### src/rtl/cpu_clk_ctrl_pkg.sv
// Shared types and constants for the CPU run/step clock-enable controller.
package cpu_clk_pkg;

    typedef enum logic [1:0] {
        ST_PAUSE = 2'd0,
        ST_RUN   = 2'd1,
        ST_STEP  = 2'd2
    } state_e;

    // 10 ms of stable samples at 100 MHz
    localparam int DEB_CYCLES_DEF = 1_000_000;

endpackage

### src/rtl/cpu_clk_ctrl_if.sv
// Board/CPU-facing signal bundle of cpu_clk_ctrl; master = board+core, slave = controller.
interface cpu_clk_ctrl_if #(
    parameter int CNT_W = 32
);
    logic             slow_clk;
    logic             sw_run;
    logic             btn_step;
    logic [31:0]      pc;
    logic [31:0]      bp_addr;
    logic             bp_valid;
    logic             cpu_en;
    logic             running;
    logic             bp_hit;
    logic [CNT_W-1:0] cycle_cnt;

    modport master (
        output slow_clk, sw_run, btn_step, pc, bp_addr, bp_valid,
        input  cpu_en, running, bp_hit, cycle_cnt
    );

    modport slave (
        input  slow_clk, sw_run, btn_step, pc, bp_addr, bp_valid,
        output cpu_en, running, bp_hit, cycle_cnt
    );
endinterface

### src/rtl/cpu_clk_ctrl_step_debounce.sv
// Push-button conditioner: 2-FF synchronizer, stable-sample debounce, one-cycle press pulse.
module step_debounce #(
    parameter int DEB_CYCLES = 1_000_000
) (
    input  logic clk,
    input  logic rst_n,
    input  logic i_btn,
    output logic o_level,
    output logic o_rise
);
    localparam int            CW   = (DEB_CYCLES > 1) ? $clog2(DEB_CYCLES) : 1;
    localparam logic [CW-1:0] LAST = CW'(DEB_CYCLES - 1);

    logic          r_s1;
    logic          r_s2;
    logic          r_level;
    logic          r_rise;
    logic [CW-1:0] r_cnt;

    // r_cnt counts consecutive samples that disagree with the accepted level;
    // the DEB_CYCLES-th disagreeing sample flips the level.
    always_ff @(posedge clk or negedge rst_n) begin
        if (!rst_n) begin
            r_s1    <= 1'b0;
            r_s2    <= 1'b0;
            r_level <= 1'b0;
            r_rise  <= 1'b0;
            r_cnt   <= '0;
        end else begin
            r_s1   <= i_btn;
            r_s2   <= r_s1;
            r_rise <= 1'b0;
            if (r_s2 == r_level) begin
                r_cnt <= '0;
            end else if (r_cnt == LAST) begin
                r_cnt   <= '0;
                r_level <= r_s2;
                r_rise  <= r_s2;
            end else begin
                r_cnt <= r_cnt + CW'(1);
            end
        end
    end

    assign o_level = r_level;
    assign o_rise  = r_rise;

endmodule

### src/rtl/cpu_clk_ctrl.sv
// Run/step controller turning the divided slow_clk into one-clk-wide CPU advance pulses.
// Optional breakpoint stop is enabled by defining CPU_CLK_CTRL_BREAK_EN.
module cpu_clk_ctrl
    import cpu_clk_pkg::*;
#(
    parameter int DEB_CYCLES = DEB_CYCLES_DEF,
    parameter int CNT_W      = 32
) (
    input  logic         clk,
    input  logic         rst_n,
    cpu_clk_ctrl_if.slave bus
);
    logic             r_slow_s1;
    logic             r_slow_s2;
    logic             r_slow_d;
    logic             r_tick;
    logic             r_run_s1;
    logic             r_run_s2;
    logic             r_cpu_en;
    logic             r_running;
    logic [CNT_W-1:0] r_cnt;
    state_e           r_state;
    state_e           w_state_nxt;
    logic             w_step_req;
    logic             w_btn_level_unused;
    logic             w_fire;
    logic             w_bp_stop;
    logic             w_bp_match;
    logic             w_rearm;
    logic             w_bp_hit;

    // slow_clk is treated as data: synchronize, then register the rising edge
    always_ff @(posedge clk or negedge rst_n) begin
        if (!rst_n) begin
            r_slow_s1 <= 1'b0;
            r_slow_s2 <= 1'b0;
            r_slow_d  <= 1'b0;
            r_tick    <= 1'b0;
            r_run_s1  <= 1'b0;
            r_run_s2  <= 1'b0;
        end else begin
            r_slow_s1 <= bus.slow_clk;
            r_slow_s2 <= r_slow_s1;
            r_slow_d  <= r_slow_s2;
            r_tick    <= r_slow_s2 & ~r_slow_d;
            r_run_s1  <= bus.sw_run;
            r_run_s2  <= r_run_s1;
        end
    end

    step_debounce #(
        .DEB_CYCLES (DEB_CYCLES)
    ) u_step_db (
        .clk     (clk),
        .rst_n   (rst_n),
        .i_btn   (bus.btn_step),
        .o_level (w_btn_level_unused),
        .o_rise  (w_step_req)
    );

`ifdef CPU_CLK_CTRL_BREAK_EN
    logic r_rearm;
    logic r_bp_hit;

    assign w_bp_match = bus.bp_valid && (bus.pc == bus.bp_addr);

    // After a breakpoint stop, RUN needs sw_run to be seen low before it re-engages
    always_ff @(posedge clk or negedge rst_n) begin
        if (!rst_n) begin
            r_rearm  <= 1'b1;
            r_bp_hit <= 1'b0;
        end else begin
            if (w_bp_stop)
                r_rearm <= 1'b0;
            else if (!r_run_s2)
                r_rearm <= 1'b1;

            if (w_bp_stop)
                r_bp_hit <= 1'b1;
            else if (r_state == ST_PAUSE && w_state_nxt != ST_PAUSE)
                r_bp_hit <= 1'b0;
        end
    end

    assign w_rearm  = r_rearm;
    assign w_bp_hit = r_bp_hit;
`else
    wire w_unused_bp = ^{bus.pc, bus.bp_addr, bus.bp_valid, w_bp_stop};

    assign w_bp_match = 1'b0;
    assign w_rearm    = 1'b1;
    assign w_bp_hit   = 1'b0;
`endif

    always_comb begin
        w_state_nxt = r_state;
        w_fire      = 1'b0;
        w_bp_stop   = 1'b0;
        case (r_state)
            ST_PAUSE: begin
                if (r_run_s2 && w_rearm)
                    w_state_nxt = ST_RUN;
                else if (w_step_req)
                    w_state_nxt = ST_STEP;
            end
            ST_STEP: begin
                if (r_tick) begin
                    w_fire      = 1'b1;
                    w_state_nxt = ST_PAUSE;
                end
            end
            ST_RUN: begin
                // a pause request beats a coincident tick
                if (!r_run_s2) begin
                    w_state_nxt = ST_PAUSE;
                end else if (r_tick) begin
                    if (w_bp_match) begin
                        w_bp_stop   = 1'b1;
                        w_state_nxt = ST_PAUSE;
                    end else begin
                        w_fire = 1'b1;
                    end
                end
            end
            default: w_state_nxt = ST_PAUSE;
        endcase
    end

    always_ff @(posedge clk or negedge rst_n) begin
        if (!rst_n) begin
            r_state   <= ST_PAUSE;
            r_cpu_en  <= 1'b0;
            r_running <= 1'b0;
            r_cnt     <= '0;
        end else begin
            r_state   <= w_state_nxt;
            r_cpu_en  <= w_fire;
            r_running <= (w_state_nxt == ST_RUN);
            if (w_fire)
                r_cnt <= r_cnt + CNT_W'(1);
        end
    end

    assign bus.cpu_en    = r_cpu_en;
    assign bus.running   = r_running;
    assign bus.bp_hit    = w_bp_hit;
    assign bus.cycle_cnt = r_cnt;

endmodule

### src/flat_wrapper.sv
// flat-port wrapper written by rule: the top's interface ports become plain ports
module cpu_clk_ctrl_flat import cpu_clk_pkg::*;
#(
    parameter int DEB_CYCLES = DEB_CYCLES_DEF,
    parameter int CNT_W      = 32
)
  (clk, rst_n, bus_slow_clk, bus_sw_run, bus_btn_step, bus_pc, bus_bp_addr, bus_bp_valid, bus_cpu_en, bus_running, bus_bp_hit, bus_cycle_cnt);
  cpu_clk_ctrl_if #(.CNT_W(CNT_W)) bus_i ();
  input  logic clk;
  input  logic rst_n;
  input wire logic [$bits(bus_i.slow_clk)-1:0] bus_slow_clk;
  input wire logic [$bits(bus_i.sw_run)-1:0] bus_sw_run;
  input wire logic [$bits(bus_i.btn_step)-1:0] bus_btn_step;
  input wire logic [$bits(bus_i.pc)-1:0] bus_pc;
  input wire logic [$bits(bus_i.bp_addr)-1:0] bus_bp_addr;
  input wire logic [$bits(bus_i.bp_valid)-1:0] bus_bp_valid;
  output wire logic [$bits(bus_i.cpu_en)-1:0] bus_cpu_en;
  output wire logic [$bits(bus_i.running)-1:0] bus_running;
  output wire logic [$bits(bus_i.bp_hit)-1:0] bus_bp_hit;
  output wire logic [$bits(bus_i.cycle_cnt)-1:0] bus_cycle_cnt;
  assign bus_i.slow_clk = bus_slow_clk;
  assign bus_i.sw_run = bus_sw_run;
  assign bus_i.btn_step = bus_btn_step;
  assign bus_i.pc = bus_pc;
  assign bus_i.bp_addr = bus_bp_addr;
  assign bus_i.bp_valid = bus_bp_valid;
  assign bus_cpu_en = bus_i.cpu_en;
  assign bus_running = bus_i.running;
  assign bus_bp_hit = bus_i.bp_hit;
  assign bus_cycle_cnt = bus_i.cycle_cnt;
  cpu_clk_ctrl #(.DEB_CYCLES(DEB_CYCLES), .CNT_W(CNT_W)) u_core (.clk(clk), .rst_n(rst_n), .bus(bus_i));
endmodule
### config.mk
export PLATFORM = sky130hd
export DESIGN_NAME = cpu_clk_ctrl_flat
export DESIGN_NICKNAME = d
export VERILOG_FILES = /design/src/rtl/cpu_clk_ctrl_pkg.sv /design/src/rtl/cpu_clk_ctrl_if.sv /design/src/rtl/cpu_clk_ctrl_step_debounce.sv /design/src/rtl/cpu_clk_ctrl.sv /design/src/flat_wrapper.sv
export SDC_FILE = /design/constraint.sdc
export NUM_CORES = 1
export LEC_CHECK = 0
export ABC_AREA = 0
export CORE_ASPECT_RATIO = 1.25
export CORE_MARGIN = 4
export CORE_UTILIZATION = 34
export CTS_CLUSTER_DIAMETER = 120
export DETAILED_ROUTE_END_ITERATION = 12
export PLACE_DENSITY = 0.69
export RECOVER_POWER = 25
export SLEW_MARGIN = 30
export SYNTH_ARGS = -nofsm -noshare
export SYNTH_HDL_FRONTEND = slang
export SYNTH_SLANG_ARGS = --single-unit
### constraint.sdc
create_clock -name clk -period 3.8 [get_ports clk]
set_input_delay 0.95 -clock clk [delete_from_list [all_inputs] [get_ports clk]]
set_output_delay 0.95 -clock clk [all_outputs]
set_load 0.1 [all_outputs]
# Word-level counts from Yosys, hierarchy flattened
# Cells that the tools add are included.
[totals]
ff_bits = 66
latch_bits = 0
mem_bits_rw = 0
mem_bits_ro = 0
in_bits = 70
out_inout_bits = 35
memories = 0
[classes]
addsub = 2
n_mul = 0
n_div = 0
magnitude_cmp = 0
n_eq_ne = 5
shift = 0
muxes = 12
bitwise_logic = 3
reduce_logical = 2
[ops]
columns = ["op", "count"]
rows = [
  ["2-to-1 mux 20 bit", 2],
  ["adder 32 x 1 -> 32 bit, second input constant", 1],
  ["adder 20 x 1 -> 20 bit, second input constant", 1],
  ["equality test 20 bit, second input constant", 1],
  ["2-to-1 mux 2 bit", 4],
  ["case mux 2 bit (3 select lines)", 1],
  ["equality test 2 x 1 -> 1 bit, second input constant", 2],
  ["2-to-1 mux 1 bit", 4],
  ["equality test 2 bit, second input constant", 1],
  ["zero test 2 bit", 1],
  ["inverter 1 bit", 2],
  ["case mux 1 bit (2 select lines)", 1],
  ["AND reduction 2 bit", 1],
  ["bitwise AND 1 bit", 1],
  ["equality test 1 bit", 1],
]

# Longest topological paths before layout
# Gate-level depths: netlist (run 1).
[depth]
depth_word = 4
depth_mapped = 7

# Cells and area by module
# Synthesis (run 1) repeated with hierarchy kept, for this count alone.
[unflattened]
hier_cells = 274
area_unflattened_um2 = 2994.1
[modules_own_cells]
columns = ["module", "instances", "cells_each", "area_each_um2", "seq_area_each_um2"]
rows = [
  ["cpu_clk_ctrl", 1, 158, 1858.0, 1051.0],
  ["step_debounce", 1, 116, 1136.1, 600.6],
]

# Worst setup path after synthesis (run 1)
# Ideal clock, no wire load.
[synth_timing]
path_kind = "register -> register"
from = "register u_core.r_cnt[3], in the netlist u_core.bus.cycle_cnt[3]"
to = "register u_core.r_cnt[17], in the netlist u_core.bus.cycle_cnt[17]"
arrival_ns = 2.338
required_time_ns = 3.641
setup_slack_ns = 1.303
stages_incl_launch_ff = 5
period_less_slack_ns = 2.497
path_cell_list = "dfrtp_1 > nand3_1 > nor4_1 > nand4_1 > xnor2_1"
[synth_via]
elab_chain_cells = 1
[synth_lines]
columns = ["item", "line", "text"]
rows = [
  ["start: declaration", "cpu_clk_ctrl.sv:21", "logic [CNT_W-1:0] r_cnt;"],
  ["start signal: assignment", "cpu_clk_ctrl.sv:140", "r_cnt <= r_cnt + CNT_W'(1);"],
  ["adder 32 x 1 -> 32 bit", "cpu_clk_ctrl.sv:140", ""],
]
# Every way passes these cells.
# A chain may end at the register's enable or synchronous reset.

# Worst setup path after layout (run 1)
[layout_timing]
from = "register u_core.r_cnt[10], in the netlist u_core.bus.cycle_cnt[10]"
to = "output port bus_cycle_cnt[10]"
[layout_rtl]
columns = ["item", "line", "text"]
rows = [
  ["end: declaration", "flat_wrapper.sv:20", "output wire logic [$bits(bus_i.cycle_cnt)-1:0] bus_cycle_cnt;"],
]
# No word-level cell between the ends.

==> results.sh, run 1 <==
export IMPL_core_mm2=0.008653
export IMPL_dieArea_mm2=0.01046
export IMPL_grt_use_met1_pct=15.12
export IMPL_grt_pass1_vias=2244
export IMPL_clk_path_buf_depth=2
export IMPL_insertedDiodeCount=0
export IMPL_syn_nets=356
export IMPL_cts_root_buffer="clkbuf_8"
export IMPL_synth_seq_cells=66
export IMPL_fp_row_count=38
export IMPL_final_util_pct=43.28
export IMPL_initial_core_util_pct=34.89
export IMPL_place_hpwl_um=4480
export IMPL_clkTransAtPathRegs_ps=70
export IMPL_fin_nets=402
export IMPL_post_cts_buffers=0
export IMPL_synth_top_cell_by_area="dfrtp_1"
export IMPL_hold_slack_ps=352.1
export IMPL_yosysMostFrequentCell="dfrtp_1"
export IMPL_die_height_um=113.4
export IMPL_fin_worst_skew_ps=10.40
export IMPL_fp_dieW_um=92.29
export IMPL_synthCells=280
export IMPL_stdcell_count=451
export IMPL_grt_setup_unrepaired="no"
export IMPL_p_leak_nw=1.592
export IMPL_outcome="finished, final reports clean"
export IMPL_synth_top_area_share_pct=54.70
export IMPL_min_period_ps=2905
export IMPL_cpMaxStageDelayCell="clkdlybuf4s50_1"
export IMPL_worstPathCellList="clkdlybuf4s50_1"
export IMPL_fmax_mhz=344.2
export IMPL_vdd_drop_max_mv=0.2499
export IMPL_tightest_slew_ps=1056
export IMPL_synthDistinctLibCells=34
export IMPL_cts_buffers_inserted=9
export IMPL_grt_max_degree=30
export IMPL_synth_area_mm2=0.003019
export IMPL_grt_pass1_wl_um=10700
export IMPL_hp_class="reg -> reg"
export IMPL_cts_sinks=66
export IMPL_gp_congestion=0.7779
export IMPL_cts_tree="built"
export IMPL_area_growth_pct=24.04
export IMPL_grt_use_met3_pct=3.191
export IMPL_wirelength_um=6130
export IMPL_period_share_pct=76.45
export IMPL_drive_gt1_share_pct=9.366
export IMPL_wire_per_inst_um=13.59
export IMPL_clkLatencyLatePin_ps=340
export IMPL_path_class="reg -> out"
export IMPL_synth_flop_cell="dfrtp_1"
export IMPL_met2_usage_pct=22.03
export IMPL_synthTopCellsByCount="dfrtp_1 (66), xnor2_1 (28), nand3_1 (27), nand4_1 (20), nor2_1 (20)"
export IMPL_synthTopCellsByArea="dfrtp_1 (55%), xnor2_1 (8.1%), nand3_1 (4.5%)"
export IMPL_syn_area_per_cell_um2=10.78
export IMPL_post_route_drc_count=0
export IMPL_ant_nets=0
export IMPL_cts_max_level=3
export IMPL_grt_usage_pct=12.81
export IMPL_dpl_cell_count=435
export IMPL_boundaryPins=105
export IMPL_grt_overflow=0
export IMPL_drt_iter0_drc=58
export IMPL_power_total_mw=1.773
export IMPL_path_buf_inv=1
export IMPL_routed_via_density=4.880
export IMPL_crit_path_end_kind="output pin"
export IMPL_cpPeakStageDelay_ps=1170
export IMPL_portBuffers=38
export IMPL_synth_seq_area_share_pct=54.70
export IMPL_postCtsResizedCells=0
export IMPL_worst_ep_required_time_ps=2850
export IMPL_critPathLaunchType="flip-flop"
export IMPL_ctsHoldBuffers=0
export IMPL_antenna_found_initial=0
export IMPL_max_slew_margin_pct=29.57
export IMPL_p_per_area_mw_per_mm2=473.5
export IMPL_critPathMaxFanout=6
export IMPL_final_setup_viol_count=0
export IMPL_route_vias_total=2201
export IMPL_hold_viol=0
export IMPL_drv_slew=0
export IMPL_maxCapViolations=0
export IMPL_ys_warn_count=0
export IMPL_fin_tns_setup_ps=0
export IMPL_crit_arrival_ps=1960
export IMPL_cp_top_family="buffers and inverters"
export IMPL_firstDrtPassIters=4
export IMPL_busiest_layer="met2"
export IMPL_largest_reg_flops=32
export IMPL_synth_async_sr_flop_share_pct=100.0
export IMPL_synth_edf_count=0
[logic make-up after synthesis]
family / count (synthesis) / synth area share, %
AND/OR/NAND/NOR: 128 / 23.21
flip-flops: 66 / 54.70
XOR/XNOR: 43 / 12.47
AO/OA/AOI/OAI: 20 / 4.103
buffers and inverters: 14 / 2.155
adder cells (fa/ha/maj): 6 / 2.486
multiplexers: 2 / 0.7459
other: 1 / 0.1242
[final cells by class]
class	count	area, µm²
Inverter	7	26.28
Multi-Input combinational cell	200	1303
Timing Repair Buffer	42	380.4
Tap cell	120	150.1
Clock buffer	11	131.4
Fill cell	860	4908
Sequential cell	66	1652
Clock inverter	5	102.6
[power breakdown]
group / switching (mW) / internal, mW
clock network: 0.258 / 0.435
logic: 0.236 / 0.0770
registers: 0.0305 / 0.736
total: 0.525 / 1.25
[routing by layer]
layer  share of wire [%]  vias up
met5                   0        -
met4                 1.7        0
met3                 4.0       10
met2                  52       36
met1                  42     1084
li1                    -     1071
[worst paths after layout]
check,startpoint,cells past startpoint,end,slack (ps)
worst max-delay path,u_core.bus.cycle_cnt[10]$_DFFE_PN0P_,1,bus_cycle_cnt[10],890
worst min-delay path,u_core.u_step_db.r_s1$_DFF_PN0_,0,u_core.u_step_db.r_s2$_DFF_PN0_,350
worst max register to register,u_core.u_step_db.r_cnt[15]$_DFF_PN0_,4,u_core.u_step_db.r_cnt[3]$_DFF_PN0_,1570
worst min register to register,u_core.u_step_db.r_s1$_DFF_PN0_,0,u_core.u_step_db.r_s2$_DFF_PN0_,350
max in group asynchronous,rst_n,2,u_core.u_step_db.r_cnt[4]$_DFF_PN0_,1610
min in group asynchronous,rst_n,1,u_core.u_step_db.r_cnt[16]$_DFF_PN0_,780
[cells in the final DEF, fill, tap and decap left out, types with 2 or more instances in the layout]
| master | Yosys | layout |
|---|---|---|
| dfrtp_1 | 66 | 66 |
| xnor2_1 | 28 | 28 |
| nand3_1 | 27 | 27 |
| clkdlybuf4s50_1 | 0 | 26 |
| nor2_1 | 20 | 20 |
| nand4_1 | 20 | 20 |
| nand2_1 | 15 | 15 |
| xor2_1 | 15 | 15 |
| buf_4 | 1 | 11 |
| and3_1 | 10 | 10 |
| a21oi_1 | 9 | 9 |
| clkbuf_8 | 0 | 9 |
| inv_1 | 7 | 7 |
| and2_1 | 7 | 7 |
| o21ai_0 | 6 | 6 |
| ha_1 | 6 | 6 |
| nor3_1 | 5 | 5 |
| or3_1 | 4 | 4 |
| nor4_1 | 4 | 4 |
| clkbuf_1 | 4 | 4 |
| nor2b_1 | 3 | 3 |
| o31ai_1 | 3 | 3 |
| and4_1 | 3 | 3 |
| or4_1 | 3 | 3 |
| bufinv_16 | 0 | 3 |
| dlygate4sd3_1 | 0 | 3 |
| nand2b_1 | 2 | 2 |
| mux2_2 | 2 | 2 |
[stage by stage]
step           cell area (µm²)  setup slack [ps]
2_1_floorplan             3019              1303
5_1_grt                   3745             809.2
4_1_cts                   3750             870.7
3_3_place_gp              3516              1252
3_5_place_dp              3516              1252
6_report                  3745             895.0
Note: power is estimated with default switching activity, not from simulation.
==> inputs of run 2 (changes only) <==
==> constraint.sdc (replaced) <==
create_clock -name clk -period 2.74 [get_ports clk]
set_input_delay 0.685 -clock clk [delete_from_list [all_inputs] [get_ports clk]]
set_output_delay 0.685 -clock clk [all_outputs]
set_load 0.1 [all_outputs]
==> run 2 against run 1 <==
  * Sequential power rose by 40%
  * Largest cell class unchanged
  * Die area unchanged
  * Global-route usage barely moved
  * Register-to-register slack got worse by 1000 ps
  * Combinational power rose by 34%
  * Largest power group unchanged
==> results.sh, run 2 (synthesis results as in run 1) <==
export IMPL_worstPathCellList="or4b_1 -> or4_4 -> o21ai_4 -> nor2_1"
export IMPL_fillCellCount=874
export IMPL_grt_pass1_wl_um=10740
export IMPL_grt_use_met1_pct=14.96
export IMPL_core_mm2=0.008653
export IMPL_final_area_mm2=0.003662
export IMPL_p_leak_nw=1.638
export IMPL_largest_reg_flops=32
export IMPL_power_total_mw=2.286
export IMPL_grt_usage_pct=12.80
export IMPL_cts_tree="built"
export IMPL_maxCapViolations=0
export IMPL_ctsHoldBuffers=0
export IMPL_mostFrequentLayoutCells="dfrtp_1 (66), buf_4 (38), xnor2_1 (28), nand3_1 (27)"
export IMPL_path_buf_inv=0
export IMPL_post_cts_buffers=0
export IMPL_gp_congestion=0.7563
export IMPL_cp_top_family="simple AND/OR/NAND/NOR gates"
export IMPL_portBuffers=38
export IMPL_crit_path_end_kind="flip-flop"
export IMPL_ant_nets=0
export IMPL_grt_use_met3_pct=4.521
export IMPL_layout_commonest_cell="dfrtp_1"
export IMPL_drv_slew=0
export IMPL_fin_worst_skew_ps=8.127
export IMPL_grt_pass1_vias=2281
export IMPL_critPathLaunchType="flip-flop"
export IMPL_routed_via_density=4.909
export IMPL_cts_sinks=66
export IMPL_worst_ep_required_time_ps=2940
export IMPL_max_slew_margin_pct=8.389
export IMPL_tightest_slew_ps=1374
export IMPL_busiest_layer="met2"
export IMPL_hp_class="reg -> reg"
export IMPL_grt_setup_unrepaired="no"
export IMPL_min_period_ps=2190
export IMPL_postCtsResizedCells=0
export IMPL_p_per_area_mw_per_mm2=624.2
export IMPL_wirelength_um=6174
export IMPL_cpPeakStageDelay_ps=550
export IMPL_fin_nets=403
export IMPL_insertedDiodeCount=0
export IMPL_cts_max_level=3
export IMPL_place_hpwl_um=4392
export IMPL_die_height_um=113.4
export IMPL_clk_path_buf_depth=2
export IMPL_final_setup_viol_count=0
export IMPL_area_growth_pct=21.30
export IMPL_fin_tns_setup_ps=0
export IMPL_drive_gt1_share_pct=18.13
export IMPL_antenna_found_initial=0
export IMPL_fp_dieW_um=92.29
export IMPL_hold_slack_ps=347.9
export IMPL_hold_viol=0
export IMPL_route_vias_total=2214
export IMPL_wire_per_inst_um=13.69
export IMPL_vdd_drop_max_mv=0.3826
export IMPL_placed_cell_area_mm2=0.003471
export IMPL_clkLatencyLatePin_ps=340
export IMPL_grt_max_degree=43
export IMPL_firstDrtPassIters=4
export IMPL_critPathMaxFanout=19
export IMPL_path_class="reg -> reg"
export IMPL_met2_usage_pct=21.44
export IMPL_outcome="finished, final reports clean"
export IMPL_crit_arrival_ps=2390
export IMPL_cpMaxStageDelayCell="or4_4"
export IMPL_cts_root_buffer="clkbuf_8"
export IMPL_dieArea_mm2=0.01046
export IMPL_grt_overflow=0
export IMPL_cts_buffers_inserted=9
export IMPL_initial_core_util_pct=34.89
export IMPL_post_route_drc_count=0
export IMPL_clkTransAtPathRegs_ps=70
export IMPL_fmax_mhz=456.6
export IMPL_drt_iter0_drc=107
export IMPL_boundaryPins=105
export IMPL_period_share_pct=79.94
export IMPL_fp_row_count=38
run 2: cell types whose count changed in the layout (fill, tap and decap cells not counted), sizes merged:
cell / change
bufinv: -2
buf: +28
clkbuf: -2
clkinv: +1
clkinvlp: +1
clkdlybuf4s50: -26
run 2: routing by layer:
metal  share of wire [%]  vias up  routed length [µm]
met5                   0        -                   0
met4                 2.2        0                 136
met3                 5.0       13                 309
met2                  50       41                3063
met1                  43     1083                2664
li1                    -     1077                   -
run 2: final timing paths:
path                       slack, ps                                  from  cells past startpoint                                    to
min                              350            u_core.r_slow_s1$_DFF_PN0_                      0            u_core.r_slow_s2$_DFF_PN0_
min in group asynchronous        640                                 rst_n                      1  u_core.bus.cycle_cnt[31]$_DFFE_PN0P_
max                              550  u_core.u_step_db.r_cnt[15]$_DFF_PN0_                      4   u_core.u_step_db.r_cnt[2]$_DFF_PN0_
min reg2reg                      350            u_core.r_slow_s1$_DFF_PN0_                      0            u_core.r_slow_s2$_DFF_PN0_
max reg2reg                      550  u_core.u_step_db.r_cnt[15]$_DFF_PN0_                      4   u_core.u_step_db.r_cnt[2]$_DFF_PN0_
max in group asynchronous       1230                                 rst_n                      2   u_core.u_step_db.r_cnt[4]$_DFF_PN0_
run 2: through the flow:
stage / cells / utilization [%] / setup WS (ps)
after detailed placement: 436 / 40.11 / 549.7
after global routing: 451 / 42.32 / 424.4
after global placement: 436 / 40.11 / 582.9
final: 451 / 42.32 / 549.7
after floorplan: 280 / - / 242.6
after CTS: 451 / 42.34 / 525.7
run 2: layout make-up:
cell class                      instances  area [µm²]  share of cell area (%)
Clock buffer                           10       137.6                   3.758
Clock inverter                          5       55.05                   1.503
Inverter                                7       26.28                  0.7175
Multi-Input combinational cell        200        1303                   35.57
Sequential cell                        66        1652                   45.10
Tap cell                              120       150.1                   4.100
Timing Repair Buffer                   43       339.1                   9.259
run 2: where the power goes:
part | internal (mW) | switching [mW] | total (mW)
Combinational | 0.0974 | 0.321 | 0.418
Sequential | 1.02 | 0.0440 | 1.07
Clock | 0.436 | 0.367 | 0.803
Total | 1.55 | 0.731 | 2.29
